File: config.mk
export PLATFORM = sky130hd
export DESIGN_NAME = run_controller
export DESIGN_NICKNAME = d
export VERILOG_FILES = /design/src/rtl/run_controller_pkg.sv /design/src/rtl/run_controller_sat_counter.sv /design/src/rtl/run_controller.sv
export SDC_FILE = /design/constraint.sdc
export NUM_CORES = 1
export LEC_CHECK = 0
export ABC_AREA = 0
export CAP_MARGIN = 30
export CORE_MARGIN = 2
export CORE_UTILIZATION = 50
export CTS_CLUSTER_DIAMETER = 50
export DETAILED_ROUTE_END_ITERATION = 16
export GPL_ROUTABILITY_DRIVEN = 0
export PLACE_DENSITY = 0.86
export SLEW_MARGIN = 20
export SYNTH_ARGS = -nofsm -noshare
export SYNTH_HDL_FRONTEND = slang
export SYNTH_SLANG_ARGS = --single-unit
File: constraint.sdc
create_clock -name i_clock -period 2.3 [get_ports i_clock]
set_input_delay 0.46 -clock i_clock [delete_from_list [all_inputs] [get_ports i_clock]]
set_output_delay 0.46 -clock i_clock [all_outputs]
set_load 0.005 [all_outputs]
File: src/rtl/run_controller_pkg.sv
// run_controller_pkg
// Shared definitions for the run-control sequencer:
//   - run_state_t : the encoding of the sequencer states, which is also
//                   the value presented on the o_state port
//   - BP_ADDR_WIDTH : width of an instruction address / breakpoint address
package run_controller_pkg;

  localparam int BP_ADDR_WIDTH = 16;

  typedef enum logic [1:0] {
    ST_HOLD = 2'b00,
    ST_HALT = 2'b01,
    ST_RUN  = 2'b10,
    ST_STEP = 2'b11
  } run_state_t;

endpackage

File: src/rtl/run_controller_sat_counter.sv
// sat_counter
// Up-counter that sticks at all-ones instead of wrapping.
// Ports:
//   clock  - rising-edge clock
//   reset  - synchronous, active-high; forces count to 0
//   clear  - synchronous clear; wins over enable in the same cycle
//   enable - count this cycle
//   count  - current count value
module sat_counter #(
  parameter int WIDTH = 32
) (
  input  logic             clock,
  input  logic             reset,
  input  logic             clear,
  input  logic             enable,
  output logic [WIDTH-1:0] count
);

  // Clear beats increment; once all-ones the value is frozen until cleared.
  always_ff @(posedge clock) begin
    if (reset) begin
      count <= '0;
    end else if (clear) begin
      count <= '0;
    end else if (enable && (count != '1)) begin
      count <= count + WIDTH'(1);
    end
  end

endmodule

File: src/rtl/run_controller.sv
// run_controller
// Run-control sequencer for the 16-bit CPU core. It holds the core in a
// clear state after reset, then gates the core's state-update enable to
// provide halt, free run, N-cycle single step and one instruction-address
// breakpoint.
// Ports:
//   i_clock, i_reset        - clock and synchronous active-high reset
//   i_run, i_halt, i_step   - command pulses (run/step from HALT only,
//                             halt from RUN or STEP only)
//   i_stepCount             - cycles to execute on a step; 0 means 1
//   i_bpWrite, i_bpAddr,
//   i_bpEnable              - load the breakpoint address/enable registers
//   i_clrCount              - clear the executed-cycle counter
//   i_instrAddr             - current instruction pointer of the core
//   o_cpuEn                 - core write enable (combinational)
//   o_cpuRst                - core clear pulse while in HOLD
//   o_state                 - HOLD=00, HALT=01, RUN=10, STEP=11
//   o_bpHit                 - sticky: execution stopped at the breakpoint
//   o_cycleCount            - saturating count of enabled cycles
module run_controller
  import run_controller_pkg::*;
#(
  parameter int HOLD_CYCLES = 4,
  parameter int STEP_WIDTH  = 8,
  parameter int CNT_WIDTH   = 32
) (
  input  logic                   i_clock,
  input  logic                   i_reset,
  input  logic                   i_run,
  input  logic                   i_halt,
  input  logic                   i_step,
  input  logic [0:STEP_WIDTH-1]  i_stepCount,
  input  logic                   i_bpWrite,
  input  logic [0:15]            i_bpAddr,
  input  logic                   i_bpEnable,
  input  logic                   i_clrCount,
  input  logic [0:15]            i_instrAddr,
  output logic                   o_cpuEn,
  output logic                   o_cpuRst,
  output logic [0:1]             o_state,
  output logic                   o_bpHit,
  output logic [0:CNT_WIDTH-1]   o_cycleCount
);

  localparam int HOLD_W = $clog2(HOLD_CYCLES + 1);
  localparam logic [HOLD_W-1:0] HOLD_LAST = HOLD_W'(HOLD_CYCLES - 1);

  run_state_t                   state, state_next;
  logic [HOLD_W-1:0]            hold_cnt, hold_next;
  logic [STEP_WIDTH-1:0]        step_rem, step_next;
  logic [BP_ADDR_WIDTH-1:0]     bp_addr;
  logic                         bp_en;
  logic                         skip_bp, skip_next;
  logic                         bp_hit, hit_next;
  logic                         bp_match;
  logic                         cpu_en;
  logic [CNT_WIDTH-1:0]         cycle_count;

  // skip_bp masks the compare for the first executed cycle after a resume,
  // so the instruction sitting at the breakpoint can finally execute.
  assign bp_match = bp_en && (i_instrAddr == bp_addr) && !skip_bp;
  assign cpu_en   = ((state == ST_RUN) || (state == ST_STEP)) && !bp_match && !i_reset;

  assign o_cpuEn      = cpu_en;
  assign o_cpuRst     = (state == ST_HOLD);
  assign o_state      = state;
  assign o_bpHit      = bp_hit;
  assign o_cycleCount = cycle_count;

  always_ff @(posedge i_clock) begin
    if (i_reset) begin
      state    <= ST_HOLD;
      hold_cnt <= '0;
      step_rem <= '0;
      skip_bp  <= 1'b0;
      bp_hit   <= 1'b0;
    end else begin
      state    <= state_next;
      hold_cnt <= hold_next;
      step_rem <= step_next;
      skip_bp  <= skip_next;
      bp_hit   <= hit_next;
    end
  end

  // Breakpoint registers are writable in every state; the compare only
  // ever sees the registered copy, so a write affects the following cycle.
  always_ff @(posedge i_clock) begin
    if (i_reset) begin
      bp_addr <= '0;
      bp_en   <= 1'b0;
    end else if (i_bpWrite) begin
      bp_addr <= i_bpAddr;
      bp_en   <= i_bpEnable;
    end
  end

  always_comb begin
    state_next = state;
    hold_next  = hold_cnt;
    step_next  = step_rem;
    skip_next  = skip_bp;
    hit_next   = bp_hit;

    if (cpu_en) begin
      skip_next = 1'b0;
    end

    case (state)
      ST_HOLD: begin
        if (hold_cnt == HOLD_LAST) begin
          state_next = ST_HALT;
          hold_next  = '0;
        end else begin
          hold_next = hold_cnt + HOLD_W'(1);
        end
      end
      ST_HALT: begin
        // Step wins over run when both arrive together.
        if (i_step) begin
          state_next = ST_STEP;
          step_next  = (i_stepCount == '0) ? STEP_WIDTH'(1) : i_stepCount;
          hit_next   = 1'b0;
          skip_next  = 1'b1;
        end else if (i_run) begin
          state_next = ST_RUN;
          hit_next   = 1'b0;
          skip_next  = 1'b1;
        end
      end
      ST_RUN: begin
        if (i_halt) begin
          state_next = ST_HALT;
        end else if (bp_match) begin
          state_next = ST_HALT;
          hit_next   = 1'b1;
        end
      end
      ST_STEP: begin
        if (i_halt) begin
          state_next = ST_HALT;
        end else if (bp_match) begin
          state_next = ST_HALT;
          hit_next   = 1'b1;
          step_next  = '0;
        end else if (cpu_en) begin
          step_next = step_rem - STEP_WIDTH'(1);
          if (step_rem == STEP_WIDTH'(1)) begin
            state_next = ST_HALT;
          end
        end
      end
      default: begin
        state_next = ST_HOLD;
      end
    endcase
  end

  sat_counter #(
    .WIDTH(CNT_WIDTH)
  ) u_cycle_counter (
    .clock (i_clock),
    .reset (i_reset),
    .clear (i_clrCount),
    .enable(cpu_en),
    .count (cycle_count)
  );

endmodule

==> Yosys cells after proc, flatten, opt, wreduce, memory -nomap -nowiden <==
Cells that the tools add are included.
{ "word_totals": {"register_bits": 64, "latch_bits": 0, "ramBits": 0, "rom_bits": 0, "inputBits": 48, "output_inout_bits": 37, "elab_cells": 72, "mem_count": 0} }
{ "classes": {"n_addsub": 3, "n_mul": 0, "n_div": 0, "order_cmp": 0, "n_eq_ne": 17, "shifts": 0, "mux": 26, "bitwise": 0, "reduce_logical": 18} }
{ "op_table": {"columns": ["operator", "count"], "rows": [
  ["$mux 8", 5],
  ["$add 32x1->32 const B", 1],
  ["$ne 32x32->1 const B", 1],
  ["$mux 2", 9],
  ["$eq 16x16->1", 1],
  ["$pmux 8 s2", 1],
  ["$eq 8x1->1 const B", 1],
  ["$logic_not 8->1", 1],
  ["$mux 1", 8],
  ["$ne 4x3->1 const B", 2],
  ["$pmux 2 s4", 1],
  ["$reduce_and 4->1", 2],
  ["$sub 8x1->8 const B", 1],
  ["$ne 2x2->1 const B", 3],
  ["$ne 3x3->1 const B", 2],
  ["$logic_and 1x1->1", 5],
  ["$reduce_and 5->1", 1],
  ["$eq 2x2->1 const B", 2],
  ["$ne 2x1->1 const B", 2],
  ["$reduce_bool 2->1", 2],
  ["$reduce_or 2->1", 2],
  ["$add 3x1->3 const B", 1],
  ["$eq 3x2->1 const B", 1],
  ["$logic_not 1->1", 3],
  ["other kinds (6)", 6]
]} }

==> Depth between registers and ports, before layout <==
Gate-level depths: netlist (run 1).
{ "logic_depth": {"depth_word": 10, "mapped_depth": 9, "ltp_nobuf": 7} }

==> By module <==
From an unflattened synthesis (run 1), not the netlist that was laid out.
{ "unflattened": {"cells_unflattened": 396, "area_unflattened_um2": 3349.5} }
{ "by_module_without_submodules": {"columns": ["mod", "instances", "cells_each", "area_per_inst_um2", "seq_area_each_um2"], "rows": [
  ["run_controller", 1, 198, 1729.2, 640.6],
  ["sat_counter", 1, 198, 1620.3, 640.6]
]} }

==> Worst setup path before layout (run 1) <==
No wires, ideal clock.
{ "synth_path": {"path_type": "input-to-output", "from": "input port i_instrAddr[14] in the netlist's numbering", "to": "output port o_cpuEn", "t_arrival_ns": 1.667, "required_ns": 1.840, "setup_slack_ns": 0.173, "cell_stages": 8, "n_path_buf": 3, "cell_sequence": "xnor2_1 nand4_1 nor4b_4 and2_1 buf_4 buf_6 buf_6 nor2_1"} }
{ "synth_via": {"elab_chain_cells": 6} }
{ "synth_rtl": {"columns": ["item", "line", "text"], "rows": [
  ["start: declaration", "run_controller.sv:37", "input logic [0:15] i_instrAddr,"],
  ["$eq 16x16->1", "run_controller.sv:61", "assign bp_match = bp_en && (i_instrAddr == bp_addr) && !skip_bp;"],
  ["$logic_and 1x1->1 (2 in a row)", "run_controller.sv:61", null],
  ["$logic_not 1->1", "run_controller.sv:62", "assign cpu_en = ((state == ST_RUN) || (state == ST_STEP)) && !bp_match && !i_reset;"],
  ["$logic_and 1x1->1 (2 in a row)", "run_controller.sv:62", null],
  ["end: declaration", "run_controller.sv:38", "output logic o_cpuEn,"]
]} }
No other way between the ends.

==> Worst setup path in the final report (run 1) <==
Ends and elaborated chain as after synthesis.

==> reports/qor.yml, run 1 <==
outcome:
  status: "finished clean"
floorplanning:
  die_w_um: 86.72
  core_area_um2: 6719
  dieArea_um2: 7519
  ioPinCount: 85
  die_h_um: 86.72
  rows: 30
  initial_utilization_pct: 50.91
cells_and_area:
  syn_to_final_growth_pct: 34.75
  n_antenna_cell: 0
  fin_util_pct: 68.60
  final_nets: 558
  nFillCells: 543
  drive_above_1_share_pct: 11.35
  final_area_um2: 4609
worst_setup_path:
  cp_max_fo: 2
  cp.arrival_ns: 1.76
  path_class: "input pin to output port"
  startpoint_type: "input pin"
  ff2ff_setup_slack_ns: 0.18
  reg2reg_depth: 8
  r2r_end: "u_cycle_counter.count[23]"
  r2r-start: "u_cycle_counter.count[0]"
  end_kind: "output port"
  critical_path_required_ns: 1.84
global_routing:
  grt_pass1_vias: 3440
  antenna_found_initial: 0
  grt.total_usage_pct: 25.52
  overflow: 0
  grt_pass1_wl_mm: 15.10
  grt_start_max_net_pins: 52
power_and_ir_drop:
  ir_drop_mv: 0.4233
  p_leak_nw: 1.737
  power_density_nw_per_um2: 543.4
clocking:
  cts-htree-levels: 3
  clkLatencyLatePin_ns: 0.35
  ctsLongestPathBuffers: 2
  hold_buffers: 0
  cts.sinks: 64
  path_clk_slew_ns: 0.07
  cts_made_buffers: 9
  cts_tree: "done"
  cts-root-buf: "clkbuf_8"
route:
  drtIter0Drc: 169
  route.detailed.wl_per_inst_um: 15.61
  drcViolationCount: 0
  vias_per_cell: 6.037
  drt-pass1-iter-count: 4
  drt.antenna.violating_nets: 0
  num_vias: 3568
  totalWireLength_mm: 9.223
placement:
  dp_hpwl_mm: 6.791
  portBuffers: 84
  place_area_um2: 4432
  pre_cts_ws_ns: -0.4797
min_path:
  hold_path_end: "hold_cnt[2]"
  hold_path_class: "register to register"
  holdPathStages: 2
  hold_path_startpoint: "hold_cnt[2]"
timing:
  fmax_mhz: 449.7
  fin_ws_ns: 0.07637
  min_period_over_period_pct: 96.68
  rsz0062_at_grt: "no"
  relSlewSlack_pct: 51.27
  drv_slew: 0
  worstMarginPinSlew_ns: 0.7277
  finClkSkew_ns: 0.006306
  setup_viol: 0
  min_period_ns: 2.224
  hold_viol: 0
synthesis:
  synth_cell_types: 51
  yosys_warnings: 0
  async_flop_share_pct: 0
  syn_inst: 406
  synth-edff-count: 0
  yosysSeqAreaShare_pct: 37.45
  netlist_area_um2: 3421
  synth_area_per_cell_um2: 8.426
  synth_ff_type: "dfxtp_1"
  synth-seq-cells: 64
  syn-num-nets: 458
job:
  cap_violations: 0
==> layout by cell type (no fill, tap or decap), types with 7 or more instances in the layout <==
master            n
a21oi_1          31
clkbuf_8         10
dfxtp_1          64
buf_4            30
or3_1            22
nor3_1            7
nand3_1          19
inv_1             7
o211ai_1          7
nor2_1           34
clkdlybuf4s50_1  78
and4_1            7
nand2_1          31
nand4_1          20
o21ai_0          17
xnor2_1          17
mux2i_1          20
==> logic make-up (layout without fill, tap and decap cells) <==
family                   after synthesis  count (layout)  synth area share (%)
buffers and inverters                 32             137                 4.865
AND/OR/NAND/NOR                      178             178                 29.44
flip-flops                            64              64                 37.45
adder cells (fa/ha/maj)                4               4                 1.463
XOR/XNOR                              19              19                 4.865
AO/OA/AOI/OAI                         88              88                 15.73
multiplexers                          21              21                 6.181
==> report_power, final <==
| part | internal, mW | switching [mW] |
|---|---|---|
| logic | 0.232 | 0.208 |
| clock network | 0.413 | 0.435 |
| registers | 1.16 | 0.0532 |
| total | 1.81 | 0.696 |
==> cell usage after synthesis (4+ instances only) <==
master     n  area share, %
nor4_1     5           0.91
o21ai_1    6           0.88
o211ai_1   7            1.5
buf_6      4            1.3
nand2_1   31            3.4
clkbuf_1  12            1.3
ha_1       4            1.5
mux2i_1   20            5.9
dfxtp_1   64             37
o31ai_1    6            1.3
or3_1     22            4.0
o21ai_0   17            2.5
inv_1      7           0.77
nor3_1     7            1.0
a21oi_1   31            4.5
or4_1      6            1.3
nand4_1   20            3.7
xnor2_1   17            4.4
buf_2      4           0.59
a31oi_1    6            1.1
nor2_1    35            3.8
and3_1     6            1.1
a211oi_1   4           0.88
nand3_1   19            2.8
and4_1     7            1.8
==> worst max-delay path, stage by stage <==
cell           delay (ns)
dlygate4sd2_1        0.24
xnor2_1              0.19
nand4_1              0.18
nor4b_4              0.31
and2_4               0.20
nor2_2               0.04
buf_2                0.12
==> worst max-delay path by stage <==
stage | to | start | depth (start not counted)
5_1_grt | o_cpuEn | i_instrAddr[10] | 7
3_3_place_gp | o_cpuEn | i_instrAddr[14] | 7
6_report | o_cpuEn | i_instrAddr[14] | 7
2_1_floorplan | o_cpuEn | i_instrAddr[14] | 8
4_1_cts | o_cpuEn | i_instrAddr[12] | 7
3_5_place_dp | o_cpuEn | i_instrAddr[14] | 7
==> per-layer routing <==
metal  track usage (%)  vias up  part of all wire, %
li1                  -     1716                    -
met1             27.84     1665                   41
met3             7.524       36                  6.8
met4             16.19        0                  3.6
met5                 0        -                    0
met2             43.15      151                   49
==> through the flow <==
| stage | TNS [ns] | hold slack, ns | total power [mW] | instances |
|---|---|---|---|---|
| after detailed placement | -8.744 | 0.4320 | 1.678 | 573 |
| after global placement | -3.543 | 0.4154 | 1.656 | 573 |
| after CTS | 0 | 0.4436 | 2.519 | 590 |
| final | 0 | 0.4443 | 2.505 | 591 |
| after floorplan | 0 | 0.4069 | 1.477 | 406 |
| after global routing | 0 | 0.4776 | 2.621 | 591 |
==> registers in the layout, indices dropped and copies added, names as in the netlist <==
name                   flops
bp_addr                   16
bp_en                      1
hold_cnt                   3
o_bpHit                    1
o_state                    2
skip_bp                    1
step_rem                   8
u_cycle_counter.count     32
==> what timing repair did <==
item	in CTS	in global routing
pin swaps	7	6
setup buffers	1	1
gates resized for setup	9	2
setup endpoints to repair	2	2
==> layout make-up <==
cell class	instances	area, um2	share of cell area [%]
timing repair buffer	114	1059	22.96
clock inverter	4	20.02	0.4343
multi-input combinational	310	1978	42.92
tap	80	100.1	2.172
inverter	7	26.28	0.5700
clock buffer	12	145.1	3.149
sequential	64	1281	27.80
No activity file was read; power rests on OpenSTA's default activity.
==> run 2, diff against run 1 <==
- CORE_ASPECT_RATIO: not set -> 1.1
==> reports/qor.yml, run 2 (synthesized netlist as in run 1, its figures left out) <==
outcome:
  status: "finished clean"
global_routing:
  grt.total_usage_pct: 24.90
  grt_pass1_wl_mm: 15.53
  grt_pass1_vias: 3445
  grt_start_max_net_pins: 52
  antenna_found_initial: 0
  overflow: 0
timing:
  worstMarginPinSlew_ns: 0.5340
  setup_viol: 0
  rsz0062_at_grt: "no"
  relSlewSlack_pct: 64.25
  min_period_over_period_pct: 98.61
  fmax_mhz: 440.9
  finClkSkew_ns: 0.007442
  drv_slew: 0
  min_period_ns: 2.268
  hold_viol: 0
route:
  route.met3.wl_um: 630
  drt.antenna.violating_nets: 0
  drtIter0Drc: 205
  drcViolationCount: 0
  totalWireLength_mm: 9.520
  vias_per_cell: 5.973
  route.detailed.wl_per_inst_um: 16.14
  drt-pass1-iter-count: 5
  wl_met1_mm: 3.696
  dr_wl_met2_mm: 5.031
  num_vias: 3524
  highest_layer: "met4"
cells_and_area:
  layout_commonest_cell: "clkdlybuf4s50_1"
  nFillCells: 514
  final_cell_mix: "75 x clkdlybuf4s50_1, 64 x dfxtp_1, 35 x nor2_1"
  largest_register_ffs: 32
  reg.largest.list: "u_cycle_counter.count (32), bp_addr (16), step_rem (8)"
  syn_to_final_growth_pct: 35.52
  n_antenna_cell: 0
  final_cells: 590
  drive_above_1_share_pct: 11.02
  fin_util_pct: 70.30
  regArea_um2: 1281
  final_area_um2: 4636
  final_nets: 556
  top_register: "u_cycle_counter.count"
  multi_input_area_um2: 1976
worst_setup_path:
  startpoint_type: "register"
  r2r-start: "bp_addr[15]"
  path_class: "register to output port"
  crit_path_start: "o_state[0]"
  cp.arrival_ns: 1.81
  cp_max_fo: 10
  reg2reg_depth: 8
  r2r_end: "step_rem[7]"
  end_kind: "output port"
  critical_path_required_ns: 1.84
  ff2ff_setup_slack_ns: 0.21
floorplanning:
  initial_utilization_pct: 51.88
  dieArea_um2: 7520
  die_h_um: 90.75
  rows: 31
  ioPinCount: 85
  core_area_um2: 6594
  die_w_um: 82.87
power_and_ir_drop:
  p_total_mw: 2.648
  power_density_nw_per_um2: 571.1
  p_leak_nw: 1.753
  ir_drop_mv: 0.4823
clocking:
  cts-root-buf: "clkbuf_8"
  cts-htree-levels: 3
  cts.sinks: 64
  ctsLongestPathBuffers: 2
  cts_tree: "done"
  clkLatencyLatePin_ns: 0.35
  path_clk_slew_ns: 0.07
  cts_made_buffers: 9
placement:
  dp_hpwl_mm: 6.952
  place_area_um2: 4419
  portBuffers: 84
  dp_cells: 573
min_path:
  hold_path_startpoint: "hold_cnt[2]"
  hold_path_class: "register to register"
  hold_path_end: "hold_cnt[2]"
  holdPathStages: 2
job:
  cap_violations: 0
-- run 2: cell types whose count changed in the layout (fill, tap and decap cells not counted), sizes merged --
cell           previous run  this run
clkinvlp                  0         3
buf                      31        29
clkinv                    4         1
clkbuf                   12        10
dlymetal6s2s              1         4
clkdlybuf4s50            78        75
bufinv                    0         1
-- run 2: worst max path at each step --
stage | end
after floorplan | o_cpuEn
after detailed placement | o_cpuEn
after global routing | o_cpuEn
after global placement | o_cpuEn
after CTS | o_cpuEn
final | o_cpuRst
-- run 2: cell type report --
| cell class | count | area share [%] |
|---|---|---|
| multi-input cells | 310 | 42.62 |
| flip-flops and latches | 64 | 27.64 |
| repair buffers | 112 | 22.75 |
| clock buffers | 10 | 2.969 |
| well taps | 82 | 2.213 |
| clock inverters | 5 | 1.242 |
| inverters | 7 | 0.5668 |
-- run 2: what timing repair did --
item	CTS	global route
buffers inserted	1	1
setup endpoints to repair	1	2
hold buffers	0	0
pin swaps	7	6
gates resized for setup	9	5
-- run 2: report_power, final --
group          switching, mW  internal, mW  leakage [nW]  total [mW]
registers             0.0607          1.16         0.520        1.22
logic                  0.214         0.233          1.14       0.446
clock network          0.456         0.522        0.0904       0.978
-- run 2: stage by stage --
stage | TNS [ns] | setup WS, ns | hold WS [ns]
floorplan | 0 | 0.1732 | 0.4069
global placement | -4.051 | -0.3769 | 0.4183
detailed placement | -6.517 | -0.4100 | 0.4356
CTS | 0 | 0.03482 | 0.4616
global route | 0 | 0.005183 | 0.4872
finish | 0 | 0.03194 | 0.4613
-- run 2: worst max-delay path, cell delays in order, from the launching register on --
cell	delay, ns
dfxtp_1	0.40
buf_4	0.21
nor2_1	0.28
clkdlybuf4s50_1	0.57
-- run 2: routing by layer --
metal  vias up  GRT usage, %
li1       1701             -
met1      1659         27.50
met2       144         46.37
met3        20         5.484
met4         0         8.880
met5         -             0
